===== config.mk =====
export PLATFORM = sky130hd
export DESIGN_NAME = gpt_slave_mode_ctrl
export DESIGN_NICKNAME = d
export VERILOG_FILES = /design/src/rtl/gpt_slave_mode_ctrl.sv
export SDC_FILE = /design/constraint.sdc
export NUM_CORES = 1
export LEC_CHECK = 0
export ABC_AREA = 1
export CAP_MARGIN = 20
export CORE_AREA = 2 2 39 41
export DETAILED_ROUTE_END_ITERATION = 10
export DIE_AREA = 0 0 41 43
export SETUP_SLACK_MARGIN = 0.3
export SYNTH_ARGS = -nofsm -noshare
export SYNTH_HDL_FRONTEND = slang
export SYNTH_SLANG_ARGS = --single-unit

===== constraint.sdc =====
create_clock -name aclk_i -period 1.29 [get_ports aclk_i]
set_input_delay 0.258 -clock aclk_i [delete_from_list [all_inputs] [get_ports aclk_i]]
set_output_delay 0.258 -clock aclk_i [all_outputs]
set_load 0.01 [all_outputs]

===== src/rtl/gpt_slave_mode_ctrl.sv =====
// Slave-mode controller for the GPT: decides every cycle whether the counter counts, reloads, starts or stops.
// Trigger goes through an optional synchroniser and an edge detector. Every output is registered.
module gpt_slave_mode_ctrl #(
  parameter int SYNC_STAGES = 0
) (
  input  logic       aclk_i,
  input  logic       areset_i,
  input  logic [2:0] sms_i,
  input  logic       opm_i,
  input  logic       cen_i,
  input  logic       ug_i,
  input  logic       trgi_i,
  input  logic       uev_i,
  output logic       cnt_en_o,
  output logic       cnt_reset_o,
  output logic       cen_set_o,
  output logic       cen_clr_o,
  output logic       tif_o,
  output logic [1:0] state_o
);

  localparam logic [1:0] ST_STOP = 2'b00;
  localparam logic [1:0] ST_RUN  = 2'b01;
  localparam logic [1:0] ST_HOLD = 2'b10;

  logic       trg_sync;
  logic       trgi_q;
  logic       trg_rise;
  logic       mode_active;
  logic       mode_gated;
  logic       mode_edge_start;
  logic       mode_edge_reload;
  logic [1:0] state_q, state_d;
  logic       cnt_en_q, cnt_reset_q, cen_set_q, cen_clr_q, tif_q;
  logic       cnt_reset_d, cen_set_d, cen_clr_d, tif_d;

  // Sync flops reset high so a trigger held high across reset release is not seen as an edge.
  generate
    if (SYNC_STAGES > 0) begin : g_sync
      logic [SYNC_STAGES-1:0] sync_q;
      always_ff @(posedge aclk_i or posedge areset_i) begin
        if (areset_i) begin
          sync_q <= '1;
        end else begin
          sync_q[0] <= trgi_i;
          for (int i = 1; i < SYNC_STAGES; i++) begin
            sync_q[i] <= sync_q[i-1];
          end
        end
      end
      assign trg_sync = sync_q[SYNC_STAGES-1];
    end else begin : g_nosync
      assign trg_sync = trgi_i;
    end
  endgenerate

  always_ff @(posedge aclk_i or posedge areset_i) begin
    if (areset_i) trgi_q <= 1'b1;
    else          trgi_q <= trg_sync;
  end

  assign trg_rise = trg_sync & ~trgi_q;

  // Codes 001..011 decode to "off", i.e. only 1xx codes are active modes.
  assign mode_active      = sms_i[2];
  assign mode_gated       = (sms_i == 3'b101);
  assign mode_edge_start  = (sms_i[2:1] == 2'b11);
  assign mode_edge_reload = (sms_i == 3'b100) || (sms_i == 3'b111);

  always_comb begin
    state_d     = state_q;
    cnt_reset_d = ug_i;
    cen_set_d   = 1'b0;
    cen_clr_d   = 1'b0;
    tif_d       = trg_rise & mode_active;
    case (state_q)
      ST_RUN: begin
        // CEN reads low for one cycle after cen_set_o while the CSR catches up.
        if (!cen_i && !cen_set_q) begin
          state_d = ST_STOP;
        end else begin
          if (opm_i && uev_i) begin
            state_d   = ST_STOP;
            cen_clr_d = 1'b1;
          end else if (mode_gated && !trg_sync) begin
            state_d = ST_HOLD;
          end
          if (mode_edge_reload && trg_rise) cnt_reset_d = 1'b1;
        end
      end
      ST_HOLD: begin
        if (!mode_gated)   state_d = cen_i ? ST_RUN : ST_STOP;
        else if (!cen_i)   state_d = ST_STOP;
        else if (trg_sync) state_d = ST_RUN;
      end
      default: begin
        state_d = ST_STOP;
        if (mode_edge_start) begin
          if (trg_rise) begin
            state_d   = ST_RUN;
            cen_set_d = 1'b1;
            if (sms_i[0]) cnt_reset_d = 1'b1;
          end
        end else if (cen_i) begin
          state_d = (mode_gated && !trg_sync) ? ST_HOLD : ST_RUN;
        end
      end
    endcase
  end

  always_ff @(posedge aclk_i or posedge areset_i) begin
    if (areset_i) begin
      state_q     <= ST_STOP;
      cnt_en_q    <= 1'b0;
      cnt_reset_q <= 1'b0;
      cen_set_q   <= 1'b0;
      cen_clr_q   <= 1'b0;
      tif_q       <= 1'b0;
    end else begin
      state_q     <= state_d;
      cnt_en_q    <= (state_d == ST_RUN);
      cnt_reset_q <= cnt_reset_d;
      cen_set_q   <= cen_set_d;
      cen_clr_q   <= cen_clr_d;
      tif_q       <= tif_d;
    end
  end

  assign cnt_en_o    = cnt_en_q;
  assign cnt_reset_o = cnt_reset_q;
  assign cen_set_o   = cen_set_q;
  assign cen_clr_o   = cen_clr_q;
  assign tif_o       = tif_q;
  assign state_o     = state_q;

endmodule

==> impl_metrics.toml, run 1 <==
[critical_path]
cp_num_buf_inv = 2
cp_max_fo = 5
start_kind = "flop"
cp_data_arrival_time_ns = 1.39
cp_top_family = "flip-flops"
criticalPathCategory = "reg -> reg"
crit_path_cells = "buf_6 -> ha_4 -> inv_4 -> nand3_1 -> nand2_1 -> nor2_2"
worstSetupEndpointType = "flop"
timing.critical_path.from = "state_o[1]"
timing.critical_path.slowest_stage_cell = "sky130_fd_sc_hd__dfrtp_2"
timing.critical_path.slowest_cell_delay_ns = 0.43
critPathRequiredTime_ns = 1.48
crit-reg2reg-launch = "state_o[1]"

[logic_synthesis]
synth-edff-count = 0
ys_ff_latch = 8
asyncSetResetFlopFracSynth_pct = 100.0
yosysWarningCount = 0
ys_top_cells_by_count = "12 x sky130_fd_sc_hd__nand2_1, 8 x sky130_fd_sc_hd__inv_1, 7 x sky130_fd_sc_hd__dfrtp_1, 7 x sky130_fd_sc_hd__nand3_1, 6 x sky130_fd_sc_hd__nor2_1"
postSynthAreaPerCell_um2 = 7.634
synth_cells = 59
synth.area.top_cells = "sky130_fd_sc_hd__dfrtp_1 39%, sky130_fd_sc_hd__nand2_1 10%, sky130_fd_sc_hd__nand3_1 7.8%, sky130_fd_sc_hd__nand2_2 6.9%, sky130_fd_sc_hd__inv_1 6.7%"
postSynth.topFlopCell = "sky130_fd_sc_hd__dfrtp_1"
netlist.top_cell.by_area = "sky130_fd_sc_hd__dfrtp_1"
synthesis.nets = 71
synth_top_cell_area_share_pct = 38.89
synth_area_um2 = 450.4
synth_most_common_cell = "sky130_fd_sc_hd__nand2_1"
synth_sequential_area_ratio_pct = 44.72
synth.lib_cells_used.distinct = 13

[sta]
worst_pin_slew_ns = 0.3201
finalSetupViolCount = 0
min_period_ns = 1.204
worst_slew_margin_rel_pct = 78.64
finalMaxSlewViolations = 0
final_min_period_over_clock_period_pct = 93.31
unrepaired_setup_endpoints_after_global_routing = "yes"
hold_slack_ns = 0.1758
report.final.hold_viol_count = 0
clock_skew_ns = 0.001292
final.setup.tns_ns = 0
fmax_ghz = 0.8308

[cts]
cts.sink_count = 8
worst_setup_hold_path_clk_slew_ns = 0.06
clock_tree.buffer_depth = 2
ctsRootBufferMaster = "sky130_fd_sc_hd__clkbuf_4"
number_of_clock_buffers_inserted_by_tritoncts = 3
htreeDepth = 1
cts_tree = "done"
worstSkewPairLatency_ns = 0.25

[detailed_routing]
postRouteWirelength_mm = 1.145
route.detailed.vias_per_inst = 4.383
postRouteAntennaNets = 0
drt_iter0_drc = 9
num_vias = 469
drt-wirelength-per-cell_um = 10.70
post-route-drc-count = 0
drt-pass1-iter-count = 3

[die]
placementRows = 14
die_x_um = 41
boundaryPins = 17
die-height_um = 43
die_outline_area_mm2 = 0.001763
placeableCoreArea_mm2 = 0.001384
start_util_pct = 32.55

[global_route]
grt_pass1_wl_mm = 1.704
vias_in_the_first_global_route = 411
number_of_antenna_violations_at_the_first_check_in_global_routing = 0
globalRouteTotalUtil_pct = 14.44
pin_count_of_the_biggest_net_entering_global_routing = 9
overflow = 0

[power]
worst_ir_drop_vdd_mv = 0.7666
design_power_total_mw = 1.072
static-leakage-power_nw = 0.4234
power.density_cell_area_mw_per_mm2 = 1345

[placed_design]
globalplace.congestion = 0.8945
dp_hpwl_um = 814.4
numPortBuffers = 16

[final_layout]
fillerInstances = 143
finalNetCount = 104
antennaDiodeCount = 0
multiInputGateArea_um2 = 262.8
areaGrowthSynthToFinish_pct = 76.94
layout.area.seq_um2 = 203.9
drive_above_1_share_pct = 57.14

[worst_hold_path]
holdCritPathClass = "in -> reg"
min-delay-start = "trgi_i"

[run]
max_cap_violations = 0

[status]
status = "complete, no violations"
-- stage by stage --
step           utilization (%)  cells  setup slack [ns]  cell area (µm²)
2_1_floorplan                -     59            0.1116            481.7
3_3_place_gp             51.09     97           -0.1698            706.9
4_1_cts                  55.52    106           0.09449            768.2
6_report                 57.59    107           0.08628            797.0
3_5_place_dp             51.09     97           -0.1693            706.9
5_1_grt                  57.59    107          -0.01117            797.0
-- where the power goes --
part / internal, mW / switching (mW)
sequential: 0.305 / 0.0352
combinational: 0.264 / 0.254
clock: 0.119 / 0.0949
-- routing by layer --
layer,share of wire [%],track usage (%)
met1,44,20.00
met2,52,20.94
met4,0,4.000
met5,0,0
met3,3.5,4.712
-- what timing repair did --
item / in CTS / in global routing
setup endpoints to repair: 13 / 13
hold buffers: 0 / 0
resized for setup: 34 / 9
setup buffers: 5 / 1
pin swaps: 4 / 4
hold endpoints to repair: 0 / 0
-- cell usage in the layout, fill, tap and decap left out --
cell                               n
sky130_fd_sc_hd__buf_2             5
sky130_fd_sc_hd__buf_4            11
sky130_fd_sc_hd__buf_6             3
sky130_fd_sc_hd__clkbuf_1          1
sky130_fd_sc_hd__clkbuf_4          3
sky130_fd_sc_hd__clkdlybuf4s50_1   7
sky130_fd_sc_hd__dfrtp_1           5
sky130_fd_sc_hd__dfrtp_2           2
sky130_fd_sc_hd__dfstp_2           1
sky130_fd_sc_hd__dlymetal6s2s_1    2
sky130_fd_sc_hd__ha_4              2
sky130_fd_sc_hd__inv_1             4
sky130_fd_sc_hd__inv_2             7
sky130_fd_sc_hd__inv_4             1
sky130_fd_sc_hd__nand2_1          11
sky130_fd_sc_hd__nand2_2           6
sky130_fd_sc_hd__nand3_1           5
sky130_fd_sc_hd__nand3_2           2
sky130_fd_sc_hd__nor2_1            3
sky130_fd_sc_hd__nor2_2            6
sky130_fd_sc_hd__nor2_4            1
sky130_fd_sc_hd__o211ai_1          1
sky130_fd_sc_hd__o21ai_2           1
sky130_fd_sc_hd__o31ai_2           1
-- state kept, by name (all words and copies together), names as in the netlist --
signal and cells:
cen_clr_o 1, cen_set_o 1, trgi_q 1, state_o 2, cnt_en_o 1, tif_o 1, cnt_reset_o 1
-- final timing paths --
kind | end | slack (ns) | cells after the start
setup / recovery | cnt_en_o | 0.09 | 6
hold / removal | trgi_q | 0.18 | 1
setup reg to reg | cnt_en_o | 0.09 | 6
hold reg to reg | tif_o | 0.71 | 4
max in group asynchronous | trgi_q | 0.75 | 2
min in group asynchronous | cen_set_o | 0.25 | 2
-- worst reg2reg max path, cell delays in order (launching register included) --
cell                      delay, ns
sky130_fd_sc_hd__dfrtp_2       0.43
sky130_fd_sc_hd__buf_6         0.13
sky130_fd_sc_hd__ha_4          0.30
sky130_fd_sc_hd__inv_4         0.05
sky130_fd_sc_hd__nand3_1       0.07
sky130_fd_sc_hd__nand2_1       0.07
sky130_fd_sc_hd__nor2_2        0.09
-- cell type report --
cell class | instances | area share (%)
inverter | 12 | 5.965
timing repair buffer | 28 | 29.67
clock buffer | 4 | 3.297
tap | 16 | 2.512
sequential | 8 | 25.59
multi-input combinational | 39 | 32.97
-- cells by family (layout without fill, tap and decap cells) --
group	after synthesis	after routing	share of synthesized area [%]
simple gates	34	34	35.28
compound gates	3	3	4.445
fa+ha+maj	2	2	5.555
buf+inv	12	44	9.999
flops	8	8	44.72
Note: power is estimated with default switching activity, not from simulation.
==> run 2: changes to the inputs <==
--- a/config.mk
+++ b/config.mk
@@ -8,6 +8,7 @@
 export ABC_AREA = 1
 export CAP_MARGIN = 20
 export CORE_AREA = 2 2 39 41
+export CTS_CLUSTER_SIZE = 14
 export DETAILED_ROUTE_END_ITERATION = 10
 export DIE_AREA = 0 0 41 43
 export SETUP_SLACK_MARGIN = 0.3
==> results of run 2 <==
Same layout as run 1: the final DEF is identical, and so are final timing and power.
